==> src/rtl/dcache_pkg.sv <==
// dcache_pkg: shared widths, address field sizes and the arbiter
// state encoding for the dcache sharing logic.
package dcache_pkg;

   localparam int ADDR_W = 17;
   localparam int DATA_W = 32;
   localparam int TAG_W  = 3;
   localparam int IDX_W  = 10;
   localparam int OFF_W  = 4;

   typedef enum logic [1:0] {
      S_IDLE  = 2'd0,
      S_ISSUE = 2'd1,
      S_WAIT  = 2'd2,
      S_DONE  = 2'd3
   } state_t;

endpackage

==> src/rtl/rr_arb2.sv <==
// rr_arb2: two-way round-robin picker. On a tie the port that did not
// win last time is chosen; the last-grant register moves on upd.
module rr_arb2 (
   input  logic clk,
   input  logic rst,
   input  logic req0,
   input  logic req1,
   input  logic en,
   input  logic upd,
   input  logic upd_id,
   output logic gnt0,
   output logic gnt1
);

   logic last;
   logic pick1;

   // port 1 wins when alone, or on a tie when port 0 went last
   always_comb begin
      pick1 = req1 & (~req0 | ~last);
   end

   assign gnt1 = en & pick1;
   assign gnt0 = en & req0 & ~pick1;

   // last-grant pointer; reset to 1 so port 0 wins the first tie
   always_ff @(posedge clk or posedge rst) begin
      if (rst) begin
         last <= 1'b1;
      end else if (upd) begin
         last <= upd_id;
      end
   end

endmodule

==> src/rtl/dcache_arbiter.sv <==
// dcache_arbiter: shares one direct-mapped dcache between two ports,
// sequencing enable windows, read latency and done pulses.
module dcache_arbiter
   import dcache_pkg::*;
#(
   parameter int ADDR_W = dcache_pkg::ADDR_W,
   parameter int DATA_W = dcache_pkg::DATA_W,
   parameter int EN_CYC = 2,
   parameter int RD_LAT = 1
) (
   input  logic              clk,
   input  logic              rst,
   input  logic              req0,
   input  logic              req1,
   input  logic              we0,
   input  logic              we1,
   input  logic [ADDR_W-1:0] addr0,
   input  logic [ADDR_W-1:0] addr1,
   input  logic [DATA_W-1:0] wdata0,
   input  logic [DATA_W-1:0] wdata1,
   output logic              gnt0,
   output logic              gnt1,
   output logic              done0,
   output logic              done1,
   output logic [DATA_W-1:0] rdata0,
   output logic [DATA_W-1:0] rdata1,
   output logic [ADDR_W-1:0] c_r_addr,
   output logic [ADDR_W-1:0] c_w_addr,
   output logic [DATA_W-1:0] c_w_data,
   output logic              c_r_enable,
   output logic              c_w_enable,
   input  logic [DATA_W-1:0] c_r_data
);

   localparam logic [7:0] EN_LAST = 8'(EN_CYC - 1);
   localparam logic [7:0] RD_LAST = 8'((RD_LAT > 0) ? RD_LAT - 1 : 0);

   state_t            state;
   logic [7:0]        cnt;
   logic              l_we;
   logic              l_id;
   logic              sel_we;
   logic [ADDR_W-1:0] sel_addr;
   logic [DATA_W-1:0] sel_wdata;

   rr_arb2 u_arb (
      .clk    (clk),
      .rst    (rst),
      .req0   (req0),
      .req1   (req1),
      .en     (state == S_IDLE),
      .upd    (state == S_DONE),
      .upd_id (l_id),
      .gnt0   (gnt0),
      .gnt1   (gnt1)
   );

   // mux the winning port's request fields
   always_comb begin
      sel_we    = gnt1 ? we1    : we0;
      sel_addr  = gnt1 ? addr1  : addr0;
      sel_wdata = gnt1 ? wdata1 : wdata0;
   end

   // transaction sequencer with registered cache pins and done pulses
   always_ff @(posedge clk or posedge rst) begin
      if (rst) begin
         state      <= S_IDLE;
         cnt        <= '0;
         l_we       <= 1'b0;
         l_id       <= 1'b0;
         done0      <= 1'b0;
         done1      <= 1'b0;
         rdata0     <= '0;
         rdata1     <= '0;
         c_r_addr   <= '0;
         c_w_addr   <= '0;
         c_w_data   <= '0;
         c_r_enable <= 1'b0;
         c_w_enable <= 1'b0;
      end else begin
         done0 <= 1'b0;
         done1 <= 1'b0;
         unique case (state)
            S_IDLE: begin
               if (gnt0 | gnt1) begin
                  l_we  <= sel_we;
                  l_id  <= gnt1;
                  cnt   <= '0;
                  state <= S_ISSUE;
                  if (sel_we) begin
                     c_w_addr   <= sel_addr;
                     c_w_data   <= sel_wdata;
                     c_w_enable <= 1'b1;
                  end else begin
                     c_r_addr   <= sel_addr;
                     c_r_enable <= 1'b1;
                  end
               end
            end
            S_ISSUE: begin
               if (cnt == EN_LAST) begin
                  c_r_enable <= 1'b0;
                  c_w_enable <= 1'b0;
                  cnt        <= '0;
                  if (l_we || RD_LAT == 0) begin
                     if (!l_we) begin
                        if (l_id) rdata1 <= c_r_data;
                        else      rdata0 <= c_r_data;
                     end
                     done0 <= ~l_id;
                     done1 <= l_id;
                     state <= S_DONE;
                  end else begin
                     state <= S_WAIT;
                  end
               end else begin
                  cnt <= cnt + 8'd1;
               end
            end
            S_WAIT: begin
               if (cnt == RD_LAST) begin
                  if (l_id) rdata1 <= c_r_data;
                  else      rdata0 <= c_r_data;
                  done0 <= ~l_id;
                  done1 <= l_id;
                  state <= S_DONE;
               end else begin
                  cnt <= cnt + 8'd1;
               end
            end
            S_DONE: begin
               state <= S_IDLE;
            end
         endcase
      end
   end

endmodule

==> config.mk <==
export PLATFORM = sky130hd
export DESIGN_NAME = dcache_arbiter
export DESIGN_NICKNAME = d
export VERILOG_FILES = /design/src/rtl/dcache_pkg.sv /design/src/rtl/rr_arb2.sv /design/src/rtl/dcache_arbiter.sv
export SDC_FILE = /design/constraint.sdc
export NUM_CORES = 1
export LEC_CHECK = 0
export CAP_MARGIN = 20
export CORE_MARGIN = 8
export CORE_UTILIZATION = 43
export CTS_CLUSTER_SIZE = 16
export DETAILED_ROUTE_END_ITERATION = 6
export PLACE_DENSITY = 0.81
export SETUP_SLACK_MARGIN = 0.05
export SYNTH_ARGS = -nofsm -noshare
export SYNTH_HDL_FRONTEND = slang
export SYNTH_SLANG_ARGS = --single-unit
==> constraint.sdc <==
create_clock -name clk -period 6.25 [get_ports clk]
set_clock_uncertainty 0.15 [all_clocks]
set_input_delay 0.625 -clock clk [delete_from_list [all_inputs] [get_ports clk]]
set_output_delay 0.625 -clock clk [all_outputs]
set_load 0.03 [all_outputs]
[Yosys cells after proc, flatten, opt, wreduce, memory -nomap -nowiden]
Index checks and enable logic that the tools add are counted.
Storage, ports and cells
  bits in registers: 147
  input port bits: 136
  output and inout port bits: 136
Operators by class
  $add $sub $neg: 1
  eq/ne operators: 10
  multiplexer cells: 27
  bitwise operators: 11
  reduce and logical (&&, ||, !) cells: 13
Operator list (number)
  32-bit two-way mux: 1
  8-bit two-way mux: 3
  8-bit one-hot mux with 3 select lines: 1
  3-bit AND reduction: 6
  17-bit two-way mux: 1
  1-bit two-way mux: 13
  2-bit inequality test (second input constant): 6
  8-bit by 1-bit adder with 8-bit output (second input constant): 1
  8-bit by 1-bit == test with 1-bit output (second input constant): 1
  8-bit zero test: 1
  1-bit one-hot mux with 2 select lines: 4
  2-bit one-hot mux with 4 select lines: 1
  4-bit AND reduction: 2
  2-bit two-way mux: 3
  1-bit inverter: 5
  1-bit bitwise AND: 4
  2-bit == test (second input constant): 2
  3-bit nonzero test: 1
  2-bit by 1-bit == test with 1-bit output (second input constant): 1
  2-bit zero test: 1
  1-bit bitwise OR: 2
  2-bit AND reduction: 1
  2-bit nonzero test: 1

[Longest topological paths before layout]
Gate-level depths: netlist of run 1.
  depth after elaboration: 8
  mapped depth: 9

[Modules after synthesis]
A second synthesis of run 1 with hierarchy kept.
Unflattened totals
  cells, all modules: 514
  area total of the unflattened synthesis: 6426.2 um2
Modules (own cells, without submodules)
  dcache_arbiter: instances 1, cells an instance 505, area an instance 6366.1 um2, sequential area each 3653.5 um2
  rr_arb2: instances 1, cells an instance 9, area an instance 60.1 um2, sequential area each 26.3 um2

[Worst setup path before layout of run 1]
No wires, ideal clock.
  kind: reg2out
  from: register state[0]
  to: output gnt1
  arrival time: 1.770 ns
  required time: 5.475 ns
  slack: 3.705 ns
  cell stages (with the launch flop): 8
  path buffers: 3
  path through: dfrtp_1 > inv_1 > ha_1 > clkbuf_1 > nand3_1 > buf_2 > buf_2 > inv_1
Between the ends
  word-level cells in the longest chain between the ends: 2
RTL lines
  start, declared: line dcache_arbiter.sv:38  | state_t state;
  start signal, assigned: line dcache_arbiter.sv:68  | state <= S_IDLE;
  start signal, assigned: line dcache_arbiter.sv:90  | state <= S_ISSUE;
  start signal, assigned: line dcache_arbiter.sv:113  | state <= S_DONE;
  2-bit zero test: line dcache_arbiter.sv:51  | .en (state == S_IDLE),
  1-bit bitwise AND: line rr_arb2.sv:23  | assign gnt1 = en & pick1;
  end, declared: line dcache_arbiter.sv:22  | output logic gnt1,
Every way passes these cells.

[Worst setup path after layout of run 1]
  from: register state[0]
  to: output gnt0
Between the ends
  word-level cells in the longest chain between the ends: 3
RTL lines
  2-bit zero test: line dcache_arbiter.sv:51
  1-bit bitwise AND (2 in a row): line rr_arb2.sv:24  | assign gnt0 = en & req0 & ~pick1;
  end, declared: line dcache_arbiter.sv:21  | output logic gnt0,
Every way passes these cells.

==> flow_summary.yaml, run 1 <==
timing:
  fin_tns_setup_ns: 0
  period_needed_ns: 3.10
  slew_viol_final: 0
  setup_viol: 0
  min_period_over_period_pct: 49.6
  max_freq_mhz: 323
  hold_violations: 0
  slew_headroom_pct: 41.6
  rsz0062_at_grt: "false"
  worst_pin_slew_ns: 0.876
cts:
  clk_pin_slew_ns: 0.06
  cts_hold_buf: 0
  numCtsBuffers: 17
  cts.sinks: 147
  cts_root_buf: "clkbuf_16"
  cts.path.max_buffers: 2
  cts_resized: 0
  clk_latency_ns: 0.40
  htreeDepth: 4
  cts_setup_buffers: 0
  cts_tree: "built"
power:
  peakVddDrop_mv: 0.277
  p_total_uw: 5810
  p_leak_uw: 0.00426
  power.density_nw_per_um2: 587
worst_setup_path:
  critPathCapture: "gnt0"
  critPathRequiredTime_ns: 5.47
  critPathMaxFanout: 9
  critPathLaunch: "state[0]"
  reg2reg_to: "c_r_enable"
  reg2reg_from: "state[0]"
  r2r_cells: 7
  crit_path_start_kind: "flop"
  r2r_slack_ns: 3.52
  end_kind: "output port"
  crit_type: "reg2out"
  arrival_ns: 2.32
yosys:
  synth_area_leader_cell: "dfrtp_1"
  seq_area_frac_synth_pct: 57.4
  synth-simple-area-share_pct: 6.12
  synthMuxAreaShare_pct: 25.7
  synth_top_family_by_area: "multiplexers"
  avgSynthCellArea_um2: 13.1
  synth_seq_cells: 147
  synthDominantCellAreaShare_pct: 56.9
  netlist_area_um2: 6420
  synthAdderAreaFrac_pct: 1.56
  syn_inst: 488
  synth_cell_type_count: 39
  syn-num-nets: 632
  synth_xor_area_share_pct: 0
  synth_compound_area_share_pct: 6.06
  ys_warn_count: 0
  synth.area.top_cells: "dfrtp_1, mux2_2, mux2i_1"
route:
  via_per_inst: 5.08
  dr.pass1.iters: 6
  drcViolationCount: 0
  wl_per_cell_um: 19.4
  wl_mm: 18.5
  wl_met3_mm: 1.62
  top_layer_used: "met4"
  drt-met1-wl_mm: 7.35
  vias: 4865
  ant_nets: 0
  wl_met2_mm: 9.15
  drtIter0Drc: 165
die:
  core_um2: 14500
  io_pins: 272
  start_util_pct: 44.1
  die_w_um: 138
  fp-row-count: 44
  die-area_um2: 19100
  die_h_um: 138
grt:
  grt_use_total_pct: 19.3
  grt_pass1_vias: 5433
  grt_max_degree: 97
  overflow: 0
  grt_first_pass_wirelength_mm: 29.9
  antenna_found_initial: 0
finish:
  final_common_cell: "clkdlybuf4s50_1"
  diodes: 0
  mostFrequentLayoutCells: "clkdlybuf4s50_1, dfrtp_1, mux2_2"
  postLayoutCoreUtil_pct: 68.0
  finalNetCount: 904
  num-fill-cells: 1055
  layout.cells.non_filler: 957
  design_area_um2: 9890
  drive_gt1_share_pct: 21.2
  syn2layout_area_growth_pct: 54.1
placed_design:
  hpwl_mm: 14.0
  place_congestion: 0.800
  port_buffers: 271
  placed_cells: 924
  place_area_um2: 9280
status:
  status: "finished clean"
worst_hold_path:
  min_delay_path_depth: 1
  hp-class: "reg2reg"
run:
  maxCapViolations: 0
worst max-delay path: stages (launching register included):
cell and delay [ns]:
dfrtp_1 0.44, inv_1 0.11, ha_1 0.35, inv_1 0.20, nor2_1 0.14, clkdlybuf4s50_1 0.68
synthesized netlist by cell type (all sizes together):
| cell type | instances |
|---|---|
| a2bb2oi | 1 |
| buf | 19 |
| nor2b | 2 |
| mux2 | 118 |
| or4 | 3 |
| a31oi | 2 |
| a21oi | 34 |
| nor2 | 43 |
| dfrtp | 146 |
| inv | 13 |
| o21ai | 13 |
| nand2b | 2 |
| or2 | 2 |
| nand4 | 1 |
| o211ai | 1 |
| nor4 | 1 |
| o22ai | 1 |
| or3b | 1 |
| clkbuf | 5 |
| a41oi | 1 |
| nor3 | 1 |
| nand3 | 9 |
| mux2i | 32 |
| o21a | 2 |
| o311ai | 1 |
| nand2 | 17 |
| o41ai | 1 |
| ha | 8 |
| o31ai | 6 |
| dfstp | 1 |
| and3 | 1 |
layer usage:
layer	vias up	track usage (%)
met4	0	6.86
met1	2363	21.6
met2	211	32.4
met5	-	0
li1	2265	-
met3	26	8.18
metrics by stage:
stage,hold slack (ns),setup WS (ns)
3_5_place_dp,0.323,3.02
4_1_cts,0.330,3.13
2_1_floorplan,0.287,1.53
6_report,0.328,3.15
5_1_grt,0.360,3.03
3_3_place_gp,0.309,3.11
area by class of cell:
cell class / count / area [µm²] / area share (%)
well taps: 184 / 230 / 2.33
inverters: 13 / 53.8 / 0.544
clock buffers: 20 / 447 / 4.52
clock inverters: 12 / 156 / 1.58
repair buffers: 277 / 2780 / 28.1
flip-flops and latches: 147 / 3680 / 37.2
multi-input cells: 304 / 2550 / 25.8
kinds of logic after synthesis:
family,count (synthesis)
mux,150
simple gates,83
flops,147
compound gates,63
fa+ha+maj,8
buf+inv,37
how the worst min path moves through the flow:
stage	slack [ns]	end	start
after floorplan	0.29	cnt[7]	cnt[7]
after global placement	0.31	cnt[7]	cnt[7]
after detailed placement	0.32	cnt[7]	cnt[7]
after CTS	0.33	cnt[7]	cnt[7]
after global routing	0.36	cnt[7]	cnt[7]
final	0.33	cnt[7]	cnt[7]
where the power goes:
group | leakage (µW) | switching [µW] | internal [µW] | total [µW]
clock network | 0.000283 | 390 | 640 | 1030
registers | 0.00173 | 277 | 1420 | 1700
logic | 0.00225 | 1690 | 1390 | 3070
state kept, by name, indices dropped and copies added (netlist names), 2 cells and up:
signal,cells
rdata1,32
rdata0,32
c_w_data,32
c_w_addr,17
state,2
c_r_addr,17
cnt,8
(Power assumes the default switching activity.)
==> inputs of run 2 (changes only) <==
--- a/config.mk
+++ b/config.mk
@@ -7,10 +7,10 @@
 export LEC_CHECK = 0
 export CAP_MARGIN = 20
 export CORE_MARGIN = 8
-export CORE_UTILIZATION = 43
+export CORE_UTILIZATION = 39
 export CTS_CLUSTER_SIZE = 16
 export DETAILED_ROUTE_END_ITERATION = 6
-export PLACE_DENSITY = 0.81
+export PLACE_DENSITY = 0.77
 export SETUP_SLACK_MARGIN = 0.05
 export SYNTH_ARGS = -nofsm -noshare
 export SYNTH_HDL_FRONTEND = slang
==> constraint.sdc (replaced) <==
create_clock -name clk -period 2.7 [get_ports clk]
set_clock_uncertainty 0.15 [all_clocks]
set_input_delay 0.27 -clock clk [delete_from_list [all_inputs] [get_ports clk]]
set_output_delay 0.27 -clock clk [all_outputs]
set_load 0.03 [all_outputs]
==> run 2 against run 1 <==
Effect of this change:
- die area grew 9.0%
- sequential cell count is the same
- utilization shrank 6.7 points
- combinational power grew 130%
- power grew 130%
- final cell count grew 4.1%
- via count grew 1.6%
- non-clock buffer count grew 3
- first-iteration DRC count shrank 42%
- clock power grew 140%
- wire length shrank 1.2%
- critical path type unchanged
- critical endpoint is now gnt1
==> flow_summary.yaml, run 2 (same netlist as run 1, synthesis figures left out) <==
placed_design:
  place_area_um2: 9410
  place_congestion: 0.877
  hpwl_mm: 13.9
  port_buffers: 271
  placed_cells: 964
  place_ws_ns: 0.317
finish:
  largest_registers: "c_w_data (32), rdata0 (32), rdata1 (32)"
  design_area_um2: 10000
  seqCellArea_um2: 3680
  drive_gt1_share_pct: 21.9
  multiInputGateArea_um2: 2550
  mostFrequentLayoutCells: "clkdlybuf4s50_1, dfrtp_1, mux2_2"
  num-fill-cells: 1312
  layout.cells.non_filler: 996
  diodes: 0
  syn2layout_area_growth_pct: 56.4
  finalNetCount: 907
  final_common_cell: "clkdlybuf4s50_1"
route:
  dr.pass1.iters: 5
  drtIter0Drc: 96
  wl_per_cell_um: 18.4
  vias: 4942
  wl_mm: 18.3
  via_per_inst: 4.96
  ant_nets: 0
  drcViolationCount: 0
die:
  start_util_pct: 39.2
  die_h_um: 144
  die-area_um2: 20800
  core_um2: 16300
  fp-row-count: 47
  io_pins: 272
  die_w_um: 144
cts:
  clk_latency_ns: 0.41
  cts_setup_buffers: 0
  cts.path.max_buffers: 2
  cts_tree: "built"
  cts_root_buf: "clkbuf_16"
  htreeDepth: 4
  numCtsBuffers: 17
  cts.sinks: 147
  clk_pin_slew_ns: 0.06
timing:
  fin_ws_ns: 0.243
  period_needed_ns: 2.46
  worst_pin_slew_ns: 0.483
  setup_viol: 0
  max_freq_mhz: 407
  hold_violations: 0
  min_period_over_period_pct: 91.0
  rsz0062_at_grt: "false"
  slew_viol_final: 0
  fin_tns_setup_ns: 0
  slew_headroom_pct: 67.7
worst_setup_path:
  slowest_delay_ns: 0.45
  critPathMostFrequentCell: "inv_1"
  slowest_stage: "dfrtp_1"
  arrival_ns: 2.04
  crit_path_start_kind: "flop"
  path_cells: "inv_1 -> ha_2 -> nand3_2 -> buf_12 -> buf_16 -> inv_1 -> buf_4"
  worst-path-buf-inv: 5
  crit_type: "reg2out"
  end_kind: "output port"
  critPathRequiredTime_ns: 2.28
  critical-path-top-delay-family: "buffers and inverters"
  critPathMaxFanout: 33
power:
  peakVddDrop_mv: 0.573
  p_total_uw: 13500
  p_leak_uw: 0.00431
  power.density_nw_per_um2: 1350
grt:
  grt_first_pass_wirelength_mm: 29.0
  grt_pass1_vias: 5611
  grt_max_degree: 82
  overflow: 0
  grt_use_total_pct: 18.0
  antenna_found_initial: 0
worst_hold_path:
  hp-class: "in2async"
status:
  status: "finished clean"
run:
  maxCapViolations: 0
==> run 2: cell count changes in the layout (fill, tap and decap cells not counted), sizes merged <==
| cell | change |
|---|---|
| buf | +4 |
| clkbuf | -1 |
| clkdlybuf4s50 | -2 |
| clkinv | -1 |
| dlygate4sd2 | +1 |
| inv | +2 |
==> run 2: path summary, 6_finish.rpt <==
path                           from          to  slack, ns  depth (start not counted)
min in group clk             cnt[7]      cnt[7]       0.33                          1
max in group asynchronous       rst  u_arb.last       1.63                          3
setup reg to reg           state[0]      cnt[5]       0.36                          7
setup / recovery           state[0]        gnt1       0.24                          7
hold reg to reg              cnt[7]      cnt[7]       0.33                          1
hold / removal                  rst   rdata1[2]       0.07                          2
==> run 2: final cells by class <==
class | count | share of cell area, %
inverters | 13 | 0.524
well taps | 220 | 2.74
clock buffers | 19 | 4.41
repair buffers | 280 | 28.5
multi-input cells | 304 | 25.4
flip-flops and latches | 147 | 36.7
clock inverters | 13 | 1.73
==> run 2: metrics by stage <==
step | util, % | hold WS (ns)
2_1_floorplan | - | 0.252
3_3_place_gp | 57.5 | 0.322
3_5_place_dp | 57.5 | 0.318
4_1_cts | 61.3 | 0.0596
5_1_grt | 61.4 | 0.0910
6_report | 61.4 | 0.0692
==> run 2: repair_timing <==
action                     4_1_cts  5_1_grt
setup endpoints to repair        1        1
resized for setup                1        2
hold buffers                     0        0
==> run 2: power by group <==
part	leakage, µW	internal, µW	total, µW	switching [µW]
registers	0.00173	3300	3900	609
logic	0.00229	3250	7160	3910
clock network	0.000291	1490	2440	944
total	0.00431	8050	13500	5460
==> run 2: layer usage <==
layer	wire (µm)	track usage [%]	vias up
li1	-	-	2291
met1	7070	19.5	2416
met2	9070	30.8	207
met3	1750	7.63	28
met4	430	6.68	0
met5	0	0	-
